===== src/rtl/altr_hps_pd_seq_pkg.sv =====
// Shared types and constants for the power-domain sequencer.
//    state_t   : sequencer state encoding
//    outs_t    : bundle of the registered domain-control outputs (err is kept separately)
//    OFF_OUTS  : output values with the domain fully powered down and clamped
//    decode_outs() : state -> output bundle
//    is_timeout_wait() : states that wait on pwr_good and use the counter as a timeout
package altr_hps_pd_seq_pkg;

   typedef enum logic [3:0] {
      OFF,
      PWR_UP,
      CLK_ON,
      RST_REL,
      ISO_REL,
      ON,
      ISO_SET,
      RST_SET,
      CLK_OFF,
      PWR_DN
   } state_t;

   typedef struct packed {
      logic pwr_sw_en;
      logic clk_en;
      logic dom_rst_n;
      logic iso_en;
      logic pwr_ack;
      logic busy;
   } outs_t;

   localparam outs_t OFF_OUTS = '{
      pwr_sw_en: 1'b0,
      clk_en:    1'b0,
      dom_rst_n: 1'b0,
      iso_en:    1'b1,
      pwr_ack:   1'b0,
      busy:      1'b0
   };

   // Each step of the up sequence turns one more control on; the down
   // sequence undoes them in reverse order, so every state is OFF_OUTS
   // with a few fields overridden.
   function automatic outs_t decode_outs(input state_t st);
      outs_t o;
      o = OFF_OUTS;
      case (st)
         PWR_UP: begin
            o.pwr_sw_en = 1'b1;
            o.busy      = 1'b1;
         end
         CLK_ON, RST_SET: begin
            o.pwr_sw_en = 1'b1;
            o.clk_en    = 1'b1;
            o.busy      = 1'b1;
         end
         RST_REL, ISO_SET: begin
            o.pwr_sw_en = 1'b1;
            o.clk_en    = 1'b1;
            o.dom_rst_n = 1'b1;
            o.busy      = 1'b1;
         end
         ISO_REL: begin
            o.pwr_sw_en = 1'b1;
            o.clk_en    = 1'b1;
            o.dom_rst_n = 1'b1;
            o.iso_en    = 1'b0;
            o.busy      = 1'b1;
         end
         ON: begin
            o.pwr_sw_en = 1'b1;
            o.clk_en    = 1'b1;
            o.dom_rst_n = 1'b1;
            o.iso_en    = 1'b0;
            o.pwr_ack   = 1'b1;
         end
         CLK_OFF: begin
            o.pwr_sw_en = 1'b1;
            o.busy      = 1'b1;
         end
         PWR_DN: begin
            o.busy      = 1'b1;
         end
         default: o = OFF_OUTS;
      endcase
      return o;
   endfunction

   function automatic logic is_timeout_wait(input state_t st);
      return (st == PWR_UP) || (st == PWR_DN);
   endfunction

endpackage


===== src/rtl/altr_hps_pd_seq_if.sv =====
// Bundle of the power-domain request/status and control signals.
//    slave  : the sequencer side (samples pwr_req/pwr_good, drives controls)
//    master : the requester / power-switch model side
interface altr_hps_pd_seq_if;
   logic pwr_req;
   logic pwr_good;
   logic pwr_sw_en;
   logic clk_en;
   logic dom_rst_n;
   logic iso_en;
   logic pwr_ack;
   logic busy;
   logic err;

   modport slave (
      input  pwr_req, pwr_good,
      output pwr_sw_en, clk_en, dom_rst_n, iso_en, pwr_ack, busy, err
   );

   modport master (
      output pwr_req, pwr_good,
      input  pwr_sw_en, clk_en, dom_rst_n, iso_en, pwr_ack, busy, err
   );
endinterface


===== src/rtl/altr_hps_pd_seq_cnt.sv =====
// 8-bit dwell/timeout counter for the power-domain sequencer.
//    clk, rst_n : clock, asynchronous active-low reset
//    clr        : restart from zero (asserted on every state change)
//    en         : count enable
//    tc_val     : terminal-count value
//    tc         : high while the count equals tc_val
module altr_hps_pd_seq_cnt (
   input  logic       clk,
   input  logic       rst_n,
   input  logic       clr,
   input  logic       en,
   input  logic [7:0] tc_val,
   output logic       tc
);

   logic [7:0] cnt_q;

   // Count up from zero after each clear and stick at all-ones, so a
   // state that is held for a long time can never wrap and alias a
   // small terminal count.
   always_ff @(posedge clk or negedge rst_n) begin
      if (!rst_n) begin
         cnt_q <= '0;
      end else if (clr) begin
         cnt_q <= '0;
      end else if (en && (cnt_q != 8'hFF)) begin
         cnt_q <= cnt_q + 8'd1;
      end
   end

   assign tc = (cnt_q == tc_val);

endmodule


===== src/rtl/altr_hps_pd_seq.sv =====
// Power-domain on/off sequencer.
//    Parameters : STEP_CYC dwell between steps, TMO_CYC pwr_good wait limit
//    clk, rst_n : clock, asynchronous active-low reset
//    bus        : pwr_req/pwr_good in; pwr_sw_en, clk_en, dom_rst_n, iso_en,
//                 pwr_ack, busy, err out (all registered)
module altr_hps_pd_seq
   import altr_hps_pd_seq_pkg::*;
#(
   parameter int STEP_CYC = 4,
   parameter int TMO_CYC  = 255
) (
   input  logic             clk,
   input  logic             rst_n,
   altr_hps_pd_seq_if.slave bus
);

   // A terminal count of N-1 makes the transition fall on the Nth edge
   // after the state was entered, because the counter reads 0 after entry.
   localparam logic [7:0] STEP_TC = 8'(STEP_CYC - 1);
   localparam logic [7:0] TMO_TC  = 8'(TMO_CYC - 1);

   state_t     state_q, state_nxt;
   logic       err_q, err_nxt;
   outs_t      outs_q;
   logic       cnt_tc;
   logic       cnt_clr;
   logic       cnt_en;
   logic [7:0] cnt_tc_val;

   assign cnt_clr    = (state_nxt != state_q);
   assign cnt_en     = (state_q != OFF) && (state_q != ON);
   assign cnt_tc_val = is_timeout_wait(state_q) ? TMO_TC : STEP_TC;

   altr_hps_pd_seq_cnt u_cnt (
      .clk    (clk),
      .rst_n  (rst_n),
      .clr    (cnt_clr),
      .en     (cnt_en),
      .tc_val (cnt_tc_val),
      .tc     (cnt_tc)
   );

   // State, sticky error and the decoded outputs all update together so
   // every output is a flop and changes on the same edge as the state.
   always_ff @(posedge clk or negedge rst_n) begin
      if (!rst_n) begin
         state_q <= OFF;
         err_q   <= 1'b0;
         outs_q  <= OFF_OUTS;
      end else begin
         state_q <= state_nxt;
         err_q   <= err_nxt;
         outs_q  <= decode_outs(state_nxt);
      end
   end

   // Requests are only looked at in OFF and ON, so a started sequence
   // always runs to completion. pwr_good only matters in the two states
   // that wait on the rail; if it never arrives the sequencer gives up,
   // flags err and falls back to OFF, where err blocks new power-ups
   // until the requester drops pwr_req.
   always_comb begin
      state_nxt = state_q;
      err_nxt   = err_q;
      case (state_q)
         OFF: begin
            if (err_q) begin
               if (!bus.pwr_req) err_nxt = 1'b0;
            end else if (bus.pwr_req) begin
               state_nxt = PWR_UP;
            end
         end
         PWR_UP: begin
            if (bus.pwr_good) begin
               state_nxt = CLK_ON;
            end else if (cnt_tc) begin
               state_nxt = OFF;
               err_nxt   = 1'b1;
            end
         end
         CLK_ON:  if (cnt_tc) state_nxt = RST_REL;
         RST_REL: if (cnt_tc) state_nxt = ISO_REL;
         ISO_REL: if (cnt_tc) state_nxt = ON;
         ON:      if (!bus.pwr_req) state_nxt = ISO_SET;
         ISO_SET: if (cnt_tc) state_nxt = RST_SET;
         RST_SET: if (cnt_tc) state_nxt = CLK_OFF;
         CLK_OFF: if (cnt_tc) state_nxt = PWR_DN;
         PWR_DN: begin
            if (!bus.pwr_good) begin
               state_nxt = OFF;
            end else if (cnt_tc) begin
               state_nxt = OFF;
               err_nxt   = 1'b1;
            end
         end
         default: state_nxt = OFF;
      endcase
   end

   assign bus.pwr_sw_en = outs_q.pwr_sw_en;
   assign bus.clk_en    = outs_q.clk_en;
   assign bus.dom_rst_n = outs_q.dom_rst_n;
   assign bus.iso_en    = outs_q.iso_en;
   assign bus.pwr_ack   = outs_q.pwr_ack;
   assign bus.busy      = outs_q.busy;
   assign bus.err       = err_q;

endmodule


===== src/flat_wrapper.sv =====
// flat-port wrapper written by rule: the top's interface ports become plain ports
module altr_hps_pd_seq_flat import altr_hps_pd_seq_pkg::*;
#(
   parameter int STEP_CYC = 4,
   parameter int TMO_CYC  = 255
)
  (clk, rst_n, bus_pwr_req, bus_pwr_good, bus_pwr_sw_en, bus_clk_en, bus_dom_rst_n, bus_iso_en, bus_pwr_ack, bus_busy, bus_err);
  altr_hps_pd_seq_if bus_i ();
  input  logic clk;
  input  logic rst_n;
  input wire logic [$bits(bus_i.pwr_req)-1:0] bus_pwr_req;
  input wire logic [$bits(bus_i.pwr_good)-1:0] bus_pwr_good;
  output wire logic [$bits(bus_i.pwr_sw_en)-1:0] bus_pwr_sw_en;
  output wire logic [$bits(bus_i.clk_en)-1:0] bus_clk_en;
  output wire logic [$bits(bus_i.dom_rst_n)-1:0] bus_dom_rst_n;
  output wire logic [$bits(bus_i.iso_en)-1:0] bus_iso_en;
  output wire logic [$bits(bus_i.pwr_ack)-1:0] bus_pwr_ack;
  output wire logic [$bits(bus_i.busy)-1:0] bus_busy;
  output wire logic [$bits(bus_i.err)-1:0] bus_err;
  assign bus_i.pwr_req = bus_pwr_req;
  assign bus_i.pwr_good = bus_pwr_good;
  assign bus_pwr_sw_en = bus_i.pwr_sw_en;
  assign bus_clk_en = bus_i.clk_en;
  assign bus_dom_rst_n = bus_i.dom_rst_n;
  assign bus_iso_en = bus_i.iso_en;
  assign bus_pwr_ack = bus_i.pwr_ack;
  assign bus_busy = bus_i.busy;
  assign bus_err = bus_i.err;
  altr_hps_pd_seq #(.STEP_CYC(STEP_CYC), .TMO_CYC(TMO_CYC)) u_core (.clk(clk), .rst_n(rst_n), .bus(bus_i));
endmodule

===== config.mk =====
export PLATFORM = sky130hd
export DESIGN_NAME = altr_hps_pd_seq_flat
export DESIGN_NICKNAME = d
export VERILOG_FILES = /design/src/rtl/altr_hps_pd_seq_pkg.sv /design/src/rtl/altr_hps_pd_seq_if.sv /design/src/rtl/altr_hps_pd_seq_cnt.sv /design/src/rtl/altr_hps_pd_seq.sv /design/src/flat_wrapper.sv
export SDC_FILE = /design/constraint.sdc
export NUM_CORES = 1
export LEC_CHECK = 0
export CAP_MARGIN = 30
export CORE_ASPECT_RATIO = 0.5
export CORE_MARGIN = 2
export CORE_UTILIZATION = 45
export CTS_CLUSTER_SIZE = 25
export DETAILED_ROUTE_END_ITERATION = 8
export HOLD_SLACK_MARGIN = 0.03
export PLACE_DENSITY_LB_ADDON = 0.05
export SLEW_MARGIN = 15
export SYNTH_ARGS = -nofsm -noshare
export SYNTH_HDL_FRONTEND = slang
export SYNTH_SLANG_ARGS = --single-unit

===== constraint.sdc =====
create_clock -name clk -period 7.2 [get_ports clk]
set_clock_uncertainty 0.15 [all_clocks]
set_input_delay 1.44 -clock clk [delete_from_list [all_inputs] [get_ports clk]]
set_output_delay 1.44 -clock clk [all_outputs]
set_load 0.005 [all_outputs]

==> impl_metrics.yaml, run 1 <==
worst_setup_path:
  rrSetupSlack_ps: 4660
  required_ps: 7240
  slowest_stage: "or4b_2"
  critPathLaunchType: "input port"
  crit_chain: "clkdlybuf4s50_1, o21ba_1, o22ai_1, or4b_2, and4bb_4, mux2i_1"
  cp.buffers_inverters: 1
  cp-end-kind: "flip-flop"
  path_delay_family: "simple AND/OR/NAND/NOR gates"
  cp_max_fo: 6
  cp.arrival_ps: 3290
  path_class: "in2reg"
  cp_slowest_stage_delay_ps: 660
cts:
  cts_htree_levels: 1
  clkLatencyLatePin_ps: 260
  clkSinkCount: 19
  clk_pin_slew_worst_paths_ps: 70
  postCtsHoldBufs: 0
  cts_root_buf: "clkbuf_8"
  cts_setup_buffers: 0
  numCtsBuffers: 3
  cts_resized: 0
  clockBufferDepth: 2
  cts_tree: "done"
floorplan:
  start_util: 0.468
  die_w_um: 77.1
  fp.dieH_um: 40.6
  top_level_ports: 11
  die_area_um2: 3130
  floorplan.rows: 13
  placeableCoreArea_um2: 2570
synthesis:
  synth_enable_flop_cells: 0
  synth_ff_type: "dfrtp_1"
  syn_avg_cell_area_um2: 9.78
  ys_ff_latch: 19
  ys_types: 50
  synth_area_um2: 1200
  yosys_warnings: 0
  synthesis.nets: 128
  async_reset_ff_frac: 1.00
  yosysSeqAreaShare: 0.396
  synth_cells: 123
timing:
  fmax_ghz: 0.307
  rsz0062_at_grt: "false"
  final.min_clock_period_ps: 3260
  worst_pin_slew_ps: 814
  hold_violations: 0
  setup_ws_ps: 3940
  slew_violations: 0
  relSlewSlack: 0.456
  finalSetupTns_ps: 0
  finalCritPeriodShare: 0.452
  setup_viol: 0
final_layout:
  multi_input_comb_area_um2: 678
  stdcell_count: 170
  nFillCells: 245
  drive_above_1_share: 0.128
  diodes: 0
  synthToLayoutAreaGrowth_pct: 13.9
  fin_nets: 139
  regArea_um2: 477
place:
  dp.cells: 166
  place_congestion: 0.918
  post-dp-hpwl_um: 1760
  numPortBuffers: 10
  pre_cts_slack_ps: 3670
detailed_routing:
  wirelength_um: 2470
  ant_nets: 0
  vias: 988
  drt_iter0_drc: 123
  drc_errors: 0
  viasPerCell: 5.81
  wl_per_cell_um: 14.5
  dr.pass1.iters: 4
global_routing:
  overflow: 0
  grt_max_degree: 20
  grtUsageTotal: 0.172
  grt_antenna_before_repair: 0
  first_global_vias: 835
  grt_pass1_wl_um: 3980
power:
  leakage_nw: 0.554
  irDropWorstVdd_v: 0.000147
  powerDensity_nw_per_um2: 387
run:
  drv_cap: 0
run_status:
  status: "finished, final reports clean"
min_path:
  hold_path_class: "reg2reg"
[layer usage]
layer / vias up / track usage / wire length, um
li1: 484 / - / -
met1: 465 / 0.232 / 1240
met2: 33 / 0.270 / 1050
met3: 6 / 0.0495 / 143
met4: 0 / 0.0670 / 31
met5: - / 0 / 0
[power by group]
part	internal (mW)	switching [mW]
sequential	0.144	0.0487
clock	0.0385	0.0364
combinational	0.123	0.138
total	0.306	0.223
[worst register-to-register path, stage by stage (launching register included)]
cell      delay [ps]
dfrtp_1          660
inv_1            200
nor4_1           620
nor2_1           230
a311oi_4         440
nor3_1           110
[worst paths after layout]
path                                              end              start  depth (start not counted)
worst max-delay path             u_core.bus.pwr_sw_en       bus_pwr_good                          6
worst min-delay path                   u_core.bus.err     u_core.bus.err                          2
worst max register to register  u_core.u_cnt.cnt_q[3]  u_core.state_q[0]                          5
worst min register to register         u_core.bus.err     u_core.bus.err                          2
max in group asynchronous           u_core.state_q[2]              rst_n                          1
min in group asynchronous       u_core.u_cnt.cnt_q[0]              rst_n                          1
[flip-flops by register name (all words and copies together) (netlist names)]
register              flops
u_core.bus.err            1
u_core.bus.clk_en         1
u_core.bus.iso_en         1
u_core.bus.pwr_ack        1
u_core.bus.dom_rst_n      1
u_core.u_cnt.cnt_q        8
u_core.state_q            4
u_core.bus.pwr_sw_en      1
u_core.bus.busy           1
[synth_stat cells, types with 2 or more instances]
cell	count	area share
nor2_1	6	0.019
inv_1	4	0.012
nand2_1	8	0.025
mux2i_1	2	0.017
o21ai_1	3	0.012
nor4_1	2	0.010
a21oi_2	2	0.015
xor2_1	7	0.051
a211oi_1	2	0.012
a21oi_1	4	0.017
nand3_1	4	0.017
o21ba_1	2	0.017
o22ai_1	2	0.010
nor3_1	9	0.037
or2_1	2	0.010
and2_1	3	0.016
dfrtp_1	18	0.37
nand4_1	6	0.031
o21ai_0	3	0.012
buf_2	2	0.0083
and3_1	3	0.016
[per-stage QoR]
step                      utilization  hold slack (ps)  power, mW  area [um^2]
after global placement          0.515              407      0.453         1320
after detailed placement        0.515              425      0.453         1320
after global routing            0.533              520      0.570         1370
final                           0.533              463      0.530         1370
after floorplan                     -              389      0.384         1200
after CTS                       0.533              447      0.531         1370
[area by class of cell]
cell class / instances / share of cell area
Clock inverter: 1 / 0.00365
Multi-Input combinational cell: 94 / 0.495
Tap cell: 37 / 0.0338
Timing Repair Buffer: 10 / 0.0731
Sequential cell: 19 / 0.348
Inverter: 6 / 0.0164
Clock buffer: 3 / 0.0301
[kinds of logic (layout without fill, tap and decap cells)]
kind of cell	Yosys count	count (layout)	synth area share
AOI/OAI and AO/OA	30	30	0.214
xor gates and xnor gates	8	8	0.0583
muxes	3	3	0.0260
DFF	19	19	0.396
buffers and inverters	10	20	0.0395
and+or+nand+nor	52	52	0.255
adders and majority gates	1	1	0.0104
[placed cells by master (no fill, tap or decap), types with 2 or more instances in the layout]
| cell | n |
|---|---|
| a211oi_1 | 2 |
| a21oi_1 | 4 |
| a21oi_2 | 2 |
| and2_1 | 3 |
| and3_1 | 3 |
| clkbuf_8 | 3 |
| clkdlybuf4s50_1 | 10 |
| dfrtp_1 | 18 |
| inv_1 | 4 |
| mux2i_1 | 2 |
| nand2_1 | 8 |
| nand3_1 | 4 |
| nand4_1 | 6 |
| nor2_1 | 6 |
| nor3_1 | 9 |
| nor4_1 | 2 |
| o21ai_0 | 3 |
| o21ai_1 | 3 |
| o21ba_1 | 2 |
| o22ai_1 | 2 |
| or2_1 | 2 |
| xor2_1 | 7 |
No activity file was read; power rests on OpenSTA's default activity.
==> run 2: changes to the inputs <==
Clock period 7.2 ns to 2.7 ns, I/O delays scaled along.
==> run 2 against run 1 <==
Setup slack got worse by 3700 ps. Sequential cell count unchanged. Core utilization increased by 2.3 points. Critical path depth decreased by 1. Sequential power increased by 150%. Non-clock buffer count increased by 8. Critical path type is now reg2reg. Highest routed layer unchanged.
==> impl_metrics.yaml, run 2 (synthesis results as in run 1) <==
timing:
  rsz0062_at_grt: "false"
  setup_ws_ps: 270
  slew_violations: 0
  finalCritPeriodShare: 0.900
  final.min_clock_period_ps: 2430
  relSlewSlack: 0.683
  setup_viol: 0
  worst_pin_slew_ps: 472
  hold_violations: 0
  finalSetupTns_ps: 0
  fmax_ghz: 0.412
worst_setup_path:
  cp-end-kind: "flip-flop"
  path_class: "reg2reg"
  crit_start: "u_core.u_cnt.cnt_q[0]"
  required_ps: 2690
  reg2reg_from: "u_core.u_cnt.cnt_q[0]"
  cp.arrival_ps: 2420
  critPathLaunchType: "flip-flop"
  cp_max_fo: 6
  rrSetupSlack_ps: 270
final_layout:
  final_util: 0.556
  top_regs: "u_core.u_cnt.cnt_q (8), u_core.state_q (4)"
  regArea_um2: 477
  nFillCells: 247
  diodes: 0
  layout_commonest_cell: "dfrtp_1"
  final_area_um2: 1430
  synthToLayoutAreaGrowth_pct: 18.8
  final_cell_mix: "18 x dfrtp_1, 10 x clkdlybuf4s50_1, 9 x nor3_1"
  multi_input_comb_area_um2: 678
  largest-register: "u_core.u_cnt.cnt_q"
  drive_above_1_share: 0.170
  largest_reg_flops: 8
  fin_nets: 147
floorplan:
  start_util: 0.468
  placeableCoreArea_um2: 2570
  floorplan.rows: 13
  die_w_um: 77.1
  fp.dieH_um: 40.6
  top_level_ports: 11
  die_area_um2: 3130
cts:
  postCtsHoldBufs: 0
  clockBufferDepth: 2
  cts_setup_buffers: 0
  cts_tree: "done"
  numCtsBuffers: 3
  cts_htree_levels: 1
  clk_pin_slew_worst_paths_ps: 70
  cts_root_buf: "clkbuf_8"
  clkSinkCount: 19
  cts_resized: 0
  clkLatencyLatePin_ps: 260
run:
  drv_cap: 0
place:
  place_congestion: 0.860
  post-dp-hpwl_um: 1910
  dpl_cell_area_um2: 1380
  numPortBuffers: 10
  pre_cts_slack_ps: 145
global_routing:
  grtUsageTotal: 0.177
  grt_antenna_before_repair: 0
  grt_pass1_wl_um: 4070
  grt_max_degree: 20
  overflow: 0
  first_global_vias: 841
detailed_routing:
  wl_per_cell_um: 14.3
  vias: 1012
  ant_nets: 0
  drc_errors: 0
  wirelength_um: 2550
  dr.pass1.iters: 4
  viasPerCell: 5.69
  drt_iter0_drc: 74
min_path:
  hold_start: "u_core.bus.err"
  hold_path_class: "reg2reg"
power:
  powerDensity_nw_per_um2: 1020
  leakage_nw: 0.591
  irDropWorstVdd_v: 0.000387
run_status:
  status: "finished, final reports clean"
==> run 2: changes by cell type in the layout (fill, tap and decap cells not counted), sizes merged <==
| cell | change |
|---|---|
| clkinv | -1 |
| clkbuf | +1 |
| buf | +8 |
==> run 2: final timing paths <==
check,end,cells after the start
setup reg to reg,u_core.bus.pwr_sw_en,5
max in group asynchronous,u_core.bus.iso_en,2
setup / recovery,u_core.bus.pwr_sw_en,5
hold / removal,u_core.bus.err,2
hold reg to reg,u_core.bus.err,2
min in group asynchronous,u_core.u_cnt.cnt_q[0],2
==> run 2: layer usage <==
metal,track usage,wire length (um),share of wire
met3,0.0541,152,0.060
met4,0.0536,22,0.0086
met2,0.292,1110,0.44
met5,0,0,0
met1,0.232,1270,0.50
==> run 2: area by class of cell <==
| type | instances | area share |
|---|---|---|
| flip-flops and latches | 19 | 0.334 |
| well taps | 37 | 0.0324 |
| clock buffers | 4 | 0.0315 |
| repair buffers | 18 | 0.112 |
| inverters | 6 | 0.0158 |
| multi-input cells | 94 | 0.475 |
==> run 2: worst max-delay path, cell delays in order (launching register included) <==
cell and delay [ps]:
dfrtp_1 410, or4bb_1 660, nor3_2 270, mux2_2 400, and4bb_4 350, mux2i_1 70
==> run 2: power breakdown <==
part	switching [mW]	internal (mW)	total (mW)
Clock	0.0907	0.105	0.196
Sequential	0.0868	0.386	0.473
Combinational	0.416	0.371	0.787
Total	0.593	0.862	1.46
==> run 2: metrics by stage <==
stage | total power [mW] | cells | hold slack, ps
3_5_place_dp | 1.26 | 174 | 440
3_3_place_gp | 1.26 | 174 | 419
6_report | 1.46 | 178 | 441
2_1_floorplan | 1.02 | 123 | 94.4
5_1_grt | 1.57 | 178 | 478
4_1_cts | 1.46 | 178 | 450
==> run 3: changes to the inputs <==
Settings changed: GPL_TIMING_DRIVEN from default to 0.
==> run 3 against run 2 <==
Core utilization down 0.78 points. Clock-buffer cell count stayed put. Highest routed layer unchanged. Non-clock buffer count decreased by 3. First-iteration DRC count decreased by 39%. Power increased by 0.27%. Largest cell class unchanged.
==> impl_metrics.yaml, run 3 (synthesis results as in run 1) <==
power:
  powerDensity_nw_per_um2: 1040
  leakage_nw: 0.575
  irDropWorstVdd_v: 0.000573
cts:
  cts_resized: 0
  clkSinkCount: 19
  clockBufferDepth: 2
  postCtsHoldBufs: 0
  cts_htree_levels: 1
  cts_setup_buffers: 0
  numCtsBuffers: 3
  cts_root_buf: "clkbuf_8"
  clk_pin_slew_worst_paths_ps: 70
  clkLatencyLatePin_ps: 260
  cts_tree: "done"
timing:
  worst_pin_slew_ps: 580
  setup_viol: 0
  hold_violations: 0
  relSlewSlack: 0.610
  fmax_ghz: 0.402
  final.min_clock_period_ps: 2490
  rsz0062_at_grt: "false"
  finalCritPeriodShare: 0.921
  slew_violations: 0
  whs_ps: 302
worst_setup_path:
  cp.arrival_ps: 2470
  cp_max_fo: 7
  required_ps: 2690
  slowest_stage: "or4bb_1"
  critPathLaunchType: "flip-flop"
  crit_chain: "or4bb_1, nor3_2, mux2_2, and4bb_4, a21oi_2"
  cp-end-kind: "flip-flop"
  path_class: "reg2reg"
  cp_slowest_stage_delay_ps: 700
detailed_routing:
  dr.pass1.iters: 4
  wirelength_um: 2690
  drc_errors: 0
  drt_iter0_drc: 45
  wl_per_cell_um: 15.4
  viasPerCell: 5.77
  vias: 1009
  ant_nets: 0
floorplan:
  die_area_um2: 3130
  floorplan.rows: 13
  start_util: 0.468
  die_w_um: 77.1
  top_level_ports: 11
  fp.dieH_um: 40.6
  placeableCoreArea_um2: 2570
global_routing:
  grt_use_met3: 0.0541
  met1_usage: 0.235
  grt_max_degree: 20
  grt_antenna_before_repair: 0
  grtUsageTotal: 0.194
  grt_pass1_wl_um: 4510
  overflow: 0
  first_global_vias: 950
  busiest_layer: "met2"
  grtUsageMet2: 0.364
place:
  post-dp-hpwl_um: 1910
  place_congestion: 0.850
  numPortBuffers: 10
  dp.cells: 170
final_layout:
  multi_input_comb_area_um2: 678
  top_regs: "u_core.u_cnt.cnt_q (8), u_core.state_q (4)"
  layout_commonest_cell: "dfrtp_1"
  nFillCells: 262
  largest-register: "u_core.u_cnt.cnt_q"
  synthToLayoutAreaGrowth_pct: 17.2
  diodes: 0
  final_cell_mix: "18 x dfrtp_1, 10 x clkdlybuf4s50_1, 9 x nor3_1"
  regArea_um2: 477
  final_util: 0.548
  drive_above_1_share: 0.145
  largest_reg_flops: 8
  fin_nets: 144
  stdcell_count: 175
run:
  drv_cap: 0
run_status:
  status: "finished, final reports clean"
min_path:
  hold_path_class: "in2async"
==> run 3: area by class of cell <==
class                   count  share of cell area
multi-input cells          94               0.481
flip-flops and latches     19               0.338
repair buffers             11              0.0817
well taps                  37              0.0329
clock buffers               4              0.0320
plain buffers               4              0.0178
inverters                   6              0.0160
==> run 3: worst max-delay path: cells and delay by family, from the launching register on <==
kind	cells	cell delay, ps
AOI/OAI and AO/OA	1	50
DFF	1	450
muxes	1	410
and+or+nand+nor	3	1310
==> run 3: power by group <==
group | internal [mW] | total, mW | switching (mW)
Combinational | 0.355 | 0.778 | 0.422
Sequential | 0.386 | 0.481 | 0.0955
Clock | 0.105 | 0.201 | 0.0960
==> run 3: path summary, 6_finish.rpt <==
path	start	endpoint	slack [ps]	cells past startpoint
min in group clk	u_core.bus.err	u_core.bus.err	440	2
max in group asynchronous	rst_n	u_core.bus.iso_en	1680	2
hold reg to reg	u_core.bus.err	u_core.bus.err	440	2
hold / removal	rst_n	u_core.u_cnt.cnt_q[7]	300	1
setup reg to reg	u_core.u_cnt.cnt_q[2]	u_core.bus.busy	210	5
setup / recovery	u_core.u_cnt.cnt_q[2]	u_core.bus.busy	210	5
==> run 3: per-layer routing <==
layer  wire length, um  part of all wire
met1              1320              0.49
met2              1230              0.46
met3               118             0.044
met4                17            0.0063
met5                 0                 0
==> run 3: stage by stage <==
stage	setup slack (ps)	power, mW	instance area, um^2	setup TNS (ps)
6_report	212	1.46	1410	0
5_1_grt	104	1.58	1410	0
2_1_floorplan	387	1.02	1200	0
3_3_place_gp	29.2	1.23	1350	0
3_5_place_dp	-9.92	1.25	1350	-15.9
4_1_cts	187	1.46	1390	0
